**src/rtl/tile_load_ctrl_pkg.sv**
```systemverilog
// tile_load_ctrl_pkg
//   Shared types and constants for the tile load controller.
//   - state_e     : single-bank fill/full state
//   - TILE_CNT_W  : width of the delivered-tile counter
//   - calc_idxw() : fill index width for an N-entry tile (minimum 1)
package tile_load_ctrl_pkg;

  typedef enum logic {
    FILL = 1'b0,
    FULL = 1'b1
  } state_e;

  localparam int TILE_CNT_W = 16;

  function automatic int calc_idxw(input int unsigned n);
    return (n <= 1) ? 1 : $clog2(n);
  endfunction

endpackage

```
**src/rtl/tile_bank.sv**
```systemverilog
// tile_bank
//   N x BW operand register bank with a one-hot per-entry write enable and a
//   parallel read port. Entries clear to zero on reset.
//   Ports:
//     i_clk    clock, rising edge
//     i_rst_n  asynchronous active-low clear
//     i_we     per-entry write enable (one-hot or zero)
//     i_data   word written to every enabled entry
//     o_tile   parallel read of all entries
module tile_bank #(
  parameter int BW = 10,
  parameter int N  = 1
) (
  input  logic          i_clk,
  input  logic          i_rst_n,
  input  logic [N-1:0]  i_we,
  input  logic [BW-1:0] i_data,
  output logic [BW-1:0] o_tile [N]
);

  logic [BW-1:0] r_mem [N];

  always_ff @(posedge i_clk or negedge i_rst_n) begin
    if (!i_rst_n) begin
      for (int unsigned i = 0; i < N; i++) r_mem[i] <= '0;
    end else begin
      for (int unsigned i = 0; i < N; i++) begin
        if (i_we[i]) r_mem[i] <= i_data;
      end
    end
  end

  always_comb begin
    for (int unsigned i = 0; i < N; i++) o_tile[i] = r_mem[i];
  end

endmodule

```
**src/rtl/tile_load_ctrl.sv**
```systemverilog
// tile_load_ctrl
//   Loads a WIDTH x HEIGHT tile of BW-bit operands, one word per handshake,
//   in row-major order, and presents the completed tile in parallel under a
//   valid/ready handshake.
//   Build option: define TILE_LOAD_CTRL_PINGPONG_EN for two banks (fill one
//   while the other is presented); otherwise one bank with a FILL/FULL FSM.
//   Ports:
//     clk, rstn               clock / asynchronous active-low reset
//     flush                   synchronous abort of fill and held tiles
//     in_data/valid/ready     operand stream
//     tile/tile_valid/ready   parallel tile output; entry i = row i/WIDTH, col i%WIDTH
//     fill_idx                next entry to be written
//     tile_cnt                tiles delivered (wraps)
module tile_load_ctrl
  import tile_load_ctrl_pkg::*;
#(
  parameter int  BW     = 10,
  parameter int  WIDTH  = 1,
  parameter int  HEIGHT = 1,
  localparam int N      = WIDTH * HEIGHT,
  localparam int IDXW   = calc_idxw(N)
) (
  input  logic                  clk,
  input  logic                  rstn,
  input  logic                  flush,
  input  logic [BW-1:0]         in_data,
  input  logic                  in_valid,
  output logic                  in_ready,
  output logic [BW-1:0]         tile [N],
  output logic                  tile_valid,
  input  logic                  tile_ready,
  output logic [IDXW-1:0]       fill_idx,
  output logic [TILE_CNT_W-1:0] tile_cnt
);

  logic [IDXW-1:0]       r_fill_idx;
  logic [TILE_CNT_W-1:0] r_tile_cnt;
  logic                  w_in_ready;
  logic                  w_tile_valid;
  logic                  w_accept;
  logic                  w_last;
  logic                  w_consume;
  logic [N-1:0]          w_onehot;

  // flush discards any word or consumption in its cycle
  assign w_accept  = in_valid && w_in_ready && !flush;
  assign w_last    = w_accept && (r_fill_idx == IDXW'(N - 1));
  assign w_consume = w_tile_valid && tile_ready && !flush;

  always_comb begin
    w_onehot = '0;
    for (int unsigned i = 0; i < N; i++) w_onehot[i] = (r_fill_idx == IDXW'(i));
  end

  always_ff @(posedge clk or negedge rstn) begin
    if (!rstn) begin
      r_fill_idx <= '0;
    end else if (flush || w_last) begin
      r_fill_idx <= '0;
    end else if (w_accept) begin
      r_fill_idx <= r_fill_idx + IDXW'(1);
    end
  end

  always_ff @(posedge clk or negedge rstn) begin
    if (!rstn) begin
      r_tile_cnt <= '0;
    end else if (w_consume) begin
      r_tile_cnt <= r_tile_cnt + TILE_CNT_W'(1);
    end
  end

`ifdef TILE_LOAD_CTRL_PINGPONG_EN

  logic          r_wb;
  logic          r_rb;
  logic [1:0]    r_fc;
  logic [N-1:0]  w_we0;
  logic [N-1:0]  w_we1;
  logic [BW-1:0] w_bank0 [N];
  logic [BW-1:0] w_bank1 [N];

  assign w_in_ready   = (r_fc < 2'd2);
  assign w_tile_valid = (r_fc != 2'd0);

  always_ff @(posedge clk or negedge rstn) begin
    if (!rstn) begin
      r_wb <= 1'b0;
      r_rb <= 1'b0;
      r_fc <= '0;
    end else if (flush) begin
      r_wb <= 1'b0;
      r_rb <= 1'b0;
      r_fc <= '0;
    end else begin
      if (w_last)    r_wb <= ~r_wb;
      if (w_consume) r_rb <= ~r_rb;
      // completion and consumption together leave the full count unchanged
      case ({w_last, w_consume})
        2'b10:   r_fc <= r_fc + 2'd1;
        2'b01:   r_fc <= r_fc - 2'd1;
        default: r_fc <= r_fc;
      endcase
    end
  end

  assign w_we0 = (w_accept && !r_wb) ? w_onehot : '0;
  assign w_we1 = (w_accept &&  r_wb) ? w_onehot : '0;

  tile_bank #(.BW(BW), .N(N)) u_bank0 (
    .i_clk   (clk),
    .i_rst_n (rstn),
    .i_we    (w_we0),
    .i_data  (in_data),
    .o_tile  (w_bank0)
  );

  tile_bank #(.BW(BW), .N(N)) u_bank1 (
    .i_clk   (clk),
    .i_rst_n (rstn),
    .i_we    (w_we1),
    .i_data  (in_data),
    .o_tile  (w_bank1)
  );

  always_comb begin
    for (int unsigned i = 0; i < N; i++) tile[i] = r_rb ? w_bank1[i] : w_bank0[i];
  end

`else

  state_e       r_state;
  state_e       w_state_nxt;
  logic [N-1:0] w_we;

  always_ff @(posedge clk or negedge rstn) begin
    if (!rstn) r_state <= FILL;
    else       r_state <= w_state_nxt;
  end

  // transitions use raw inputs so the handshake decode stays out of this block
  always_comb begin
    w_state_nxt  = r_state;
    w_in_ready   = 1'b0;
    w_tile_valid = 1'b0;
    case (r_state)
      FILL: begin
        w_in_ready = 1'b1;
        if (in_valid && (r_fill_idx == IDXW'(N - 1))) w_state_nxt = FULL;
      end
      FULL: begin
        w_tile_valid = 1'b1;
        if (tile_ready) w_state_nxt = FILL;
      end
      default: w_state_nxt = FILL;
    endcase
    if (flush) w_state_nxt = FILL;
  end

  assign w_we = w_accept ? w_onehot : '0;

  tile_bank #(.BW(BW), .N(N)) u_bank (
    .i_clk   (clk),
    .i_rst_n (rstn),
    .i_we    (w_we),
    .i_data  (in_data),
    .o_tile  (tile)
  );

`endif

  assign in_ready   = w_in_ready;
  assign tile_valid = w_tile_valid;
  assign fill_idx   = r_fill_idx;
  assign tile_cnt   = r_tile_cnt;

endmodule
```
**config.mk**
```make
export PLATFORM = sky130hd
export DESIGN_NAME = tile_load_ctrl
export DESIGN_NICKNAME = d
export VERILOG_FILES = /design/src/rtl/tile_load_ctrl_pkg.sv /design/src/rtl/tile_bank.sv /design/src/rtl/tile_load_ctrl.sv
export SDC_FILE = /design/constraint.sdc
export NUM_CORES = 1
export LEC_CHECK = 0
export CAP_MARGIN = 20
export CORE_UTILIZATION = 46
export CTS_CLUSTER_DIAMETER = 80
export DETAILED_ROUTE_END_ITERATION = 10
export GPL_TIMING_DRIVEN = 1
export HOLD_SLACK_MARGIN = 0.15
export PLACE_DENSITY = 0.82
export SETUP_SLACK_MARGIN = 0.1
export SLEW_MARGIN = 20
export SYNTH_ARGS = -nofsm -noshare
export SYNTH_HDL_FRONTEND = slang
export SYNTH_SLANG_ARGS = --single-unit
```
**constraint.sdc**
```tcl
create_clock -name clk -period 3.3 [get_ports clk]
set_input_delay 0.66 -clock clk [delete_from_list [all_inputs] [get_ports clk]]
set_output_delay 0.66 -clock clk [all_outputs]
set_load 0.02 [all_outputs]
```
==> run_results.csv <==
group,metric,value,unit
outcome,status,"complete, no violations",
floorplanning,placementRows,18,
clock_network,cts_made_buffers,3,
final_layout,final_cell_mix,"clkdlybuf4s50_1 (43), dfrtp_1 (28), mux2_2 (11), xnor2_1 (10), nand2_1 (7)",
worst_setup_path,worstPathMaxFanout,5,
floorplanning,io_pins,44,
logic_synthesis,synth_edf_count,0,
logic_synthesis,syn_inst,90,
worst_setup_path,start_kind,"flop",
final_layout,drive_above_1_share,0.1522,
worst_setup_path,worst_r2r_path_depth,3,
detailed_routing,drtIter0Drc,13,
clock_network,root_buffer,"clkbuf_4",
global_routing,grt-ovfl-total,0,
worst_setup_path,cpPeakStageDelay,600,ps
worst_setup_path,critPathTopFamily,"buffers and inverters",
placed_design,gp_congestion,0.7760,
timing,min_period_over_period,0.6529,
timing,setup_viol,0,
worst_setup_path,critPathBufInv,2,
detailed_routing,wire_per_inst,12.29,µm
worst_setup_path,path_cells,"inv_1, clkdlybuf4s50_1",
worst_setup_path,crit_path_start,"r_state",
floorplanning,die_x,53.00,µm
timing,worst_slack,1145,ps
clock_network,insertion_delay,310,ps
timing,fin_skew,2.087,ps
final_layout,final_common_cell,"clkdlybuf4s50_1",
detailed_routing,dr.pass1.iters,6,
timing,rsz0062_at_grt,"false",
timing,hold_viol,0,
power_and_ir_drop,peakVddDrop,0.3622,mV
logic_synthesis,ys_seq_area_frac,0.5858,
detailed_routing,wl,2.065,mm
timing,period_minus_slack,2155,ps
worst_hold_path,holdCritPathClass,"reg2reg",
clock_network,htree_num_levels,1,
logic_synthesis,syn_area,1196,µm²
detailed_routing,drc_errors,0,
final_layout,area_growth,42.78,%
logic_synthesis,synth.distinct_cells,17,
worst_setup_path,crit_type,"reg2out",
worst_setup_path,timing.rr.start,"r_state",
timing,report.final.slew_viol_count,0,
placed_design,dp.cells,164,
floorplanning,core,2477,µm²
final_layout,fin_cells,168,
clock_network,ctsResizeCount,0,
clock_network,clock-sinks,28,
global_routing,track_usage,0.1759,
logic_synthesis,ys_warn_count,0,
worst_hold_path,hp-start,"tile_cnt[15]",
worst_setup_path,crit_path_end,"in_ready",
logic_synthesis,ys_ff_latch,28,
worst_setup_path,r2r_end,"u_bank.o_tile[5]",
worst_setup_path,worstPathRequired,2640,ps
placed_design,place_hpwl,1.608,mm
floorplanning,die_height,53.00,µm
final_layout,num-fill-cells,200,
global_routing,grt_pass1_vias,834,
power_and_ir_drop,p_per_area,489.9,nW/µm²
floorplanning,initial_core_util,0.4828,
clock_network,hold_buffers,0,
timing,worst_slew_pin_slew,529.6,ps
worst_setup_path,crit_slowest_cell,"clkdlybuf4s50_1",
logic_synthesis,syn-num-nets,106,
worst_setup_path,arrival,1490,ps
clock_network,post_cts_buffers,0,
clock_network,cts_tree,"built",
timing,tns,0,ps
clock_network,clkSlewWorstSetupHoldPaths,140,ps
timing,max_freq,464.1,MHz
worst_setup_path,ff2ff_setup_slack,1720,ps
timing,slew_headroom,0.6442,
power_and_ir_drop,p_leak,0.0007482,µW
detailed_routing,num_vias,833,
floorplanning,dieArea,2808,µm²
placed_design,portBuffers,43,
logic_synthesis,synthArstFlopShare,1.000,
global_routing,antenna_found_initial,0,
detailed_routing,avgViaCountPerCell,4.958,
job,cap_violations,0,
worst_setup_path,critPathCaptureType,"primary output",
global_routing,grt_pass1_wl,3.498,mm
final_layout,antenna_cells,0,
clock_network,cts_buffer_depth,2,
placed_design,dp_worst_setup_slack,1021,ps
global_routing,grt_max_degree,29,
worst_setup_path,path_depth,2,
detailed_routing,ant_nets,0,
final_layout,nNetsFinal,155,
logic_synthesis,avgSynthCellArea,13.29,µm²
logic_synthesis,yosys_most_used_dff,"dfrtp_1",
layer usage:
layer	vias to the layer above	routed length (µm)	track usage
met3	4	95	0.03736
met2	25	998	0.2911
met5	-	0	0
li1	405	-	-
met1	399	942	0.2247
met4	0	28	0.06579
stage by stage:
stage | utilization | total power, µW | hold WS, ps | area, µm²
floorplan | - | 552.1 | 364.4 | 1196
global placement | 0.6747 | 679.4 | 464.4 | 1672
detailed placement | 0.6747 | 686.7 | 471.3 | 1672
CTS | 0.6894 | 849.8 | 490.0 | 1708
global route | 0.6894 | 885.8 | 527.0 | 1708
finish | 0.6894 | 836.7 | 487.7 | 1708
cells in the mapped netlist, types with 2 or more instances:
master	n	area [µm²]
nor2_1	6	22.52
nand3_1	6	30.03
nand2_1	7	26.28
dfrtp_1	28	700.7
nor3_1	3	15.01
mux2_2	11	123.9
xor2_1	5	43.79
nor4_4	2	42.54
nand4_1	3	18.77
xnor2_1	10	87.58
inv_1	3	11.26
area by class of cell:
type                    instances  area, µm²  share of cell area
flip-flops and latches         28      700.7              0.4103
multi-input cells              59      484.2              0.2835
repair buffers                 44      437.9              0.2564
well taps                      30      37.54             0.02198
clock buffers                   4      36.28             0.02125
inverters                       3      11.26            0.006593
kinds of logic (layout without fill, tap and decap cells):
family / count (synthesis) / after routing / share of synthesized area
AO/OA/AOI/OAI: 1 / 1 / 0.004180
XOR/XNOR: 15 / 15 / 0.1098
adder cells (fa/ha/maj): 1 / 1 / 0.01046
buffers and inverters: 3 / 51 / 0.009414
flip-flops: 28 / 28 / 0.5858
multiplexers: 11 / 11 / 0.1036
AND/OR/NAND/NOR: 31 / 31 / 0.1768
power breakdown:
group          leakage [µW]  switching (µW)  internal [µW]
clock             0.0000210            92.6           67.4
combinational      0.000365             112            133
sequential         0.000363            43.9            388
sequential cells by signal, indices dropped and copies added (netlist names):
register       cells
fill_idx           1
r_state            1
tile_cnt          16
u_bank.o_tile     10
worst min path at each step:
stage,depth (start not counted),to
after floorplan,0,fill_idx
after global placement,1,tile_cnt[15]
after detailed placement,1,tile_cnt[15]
after CTS,1,tile_cnt[15]
after global routing,1,tile_cnt[5]
final,1,tile_cnt[15]
Note: power is estimated with default switching activity, not from simulation.
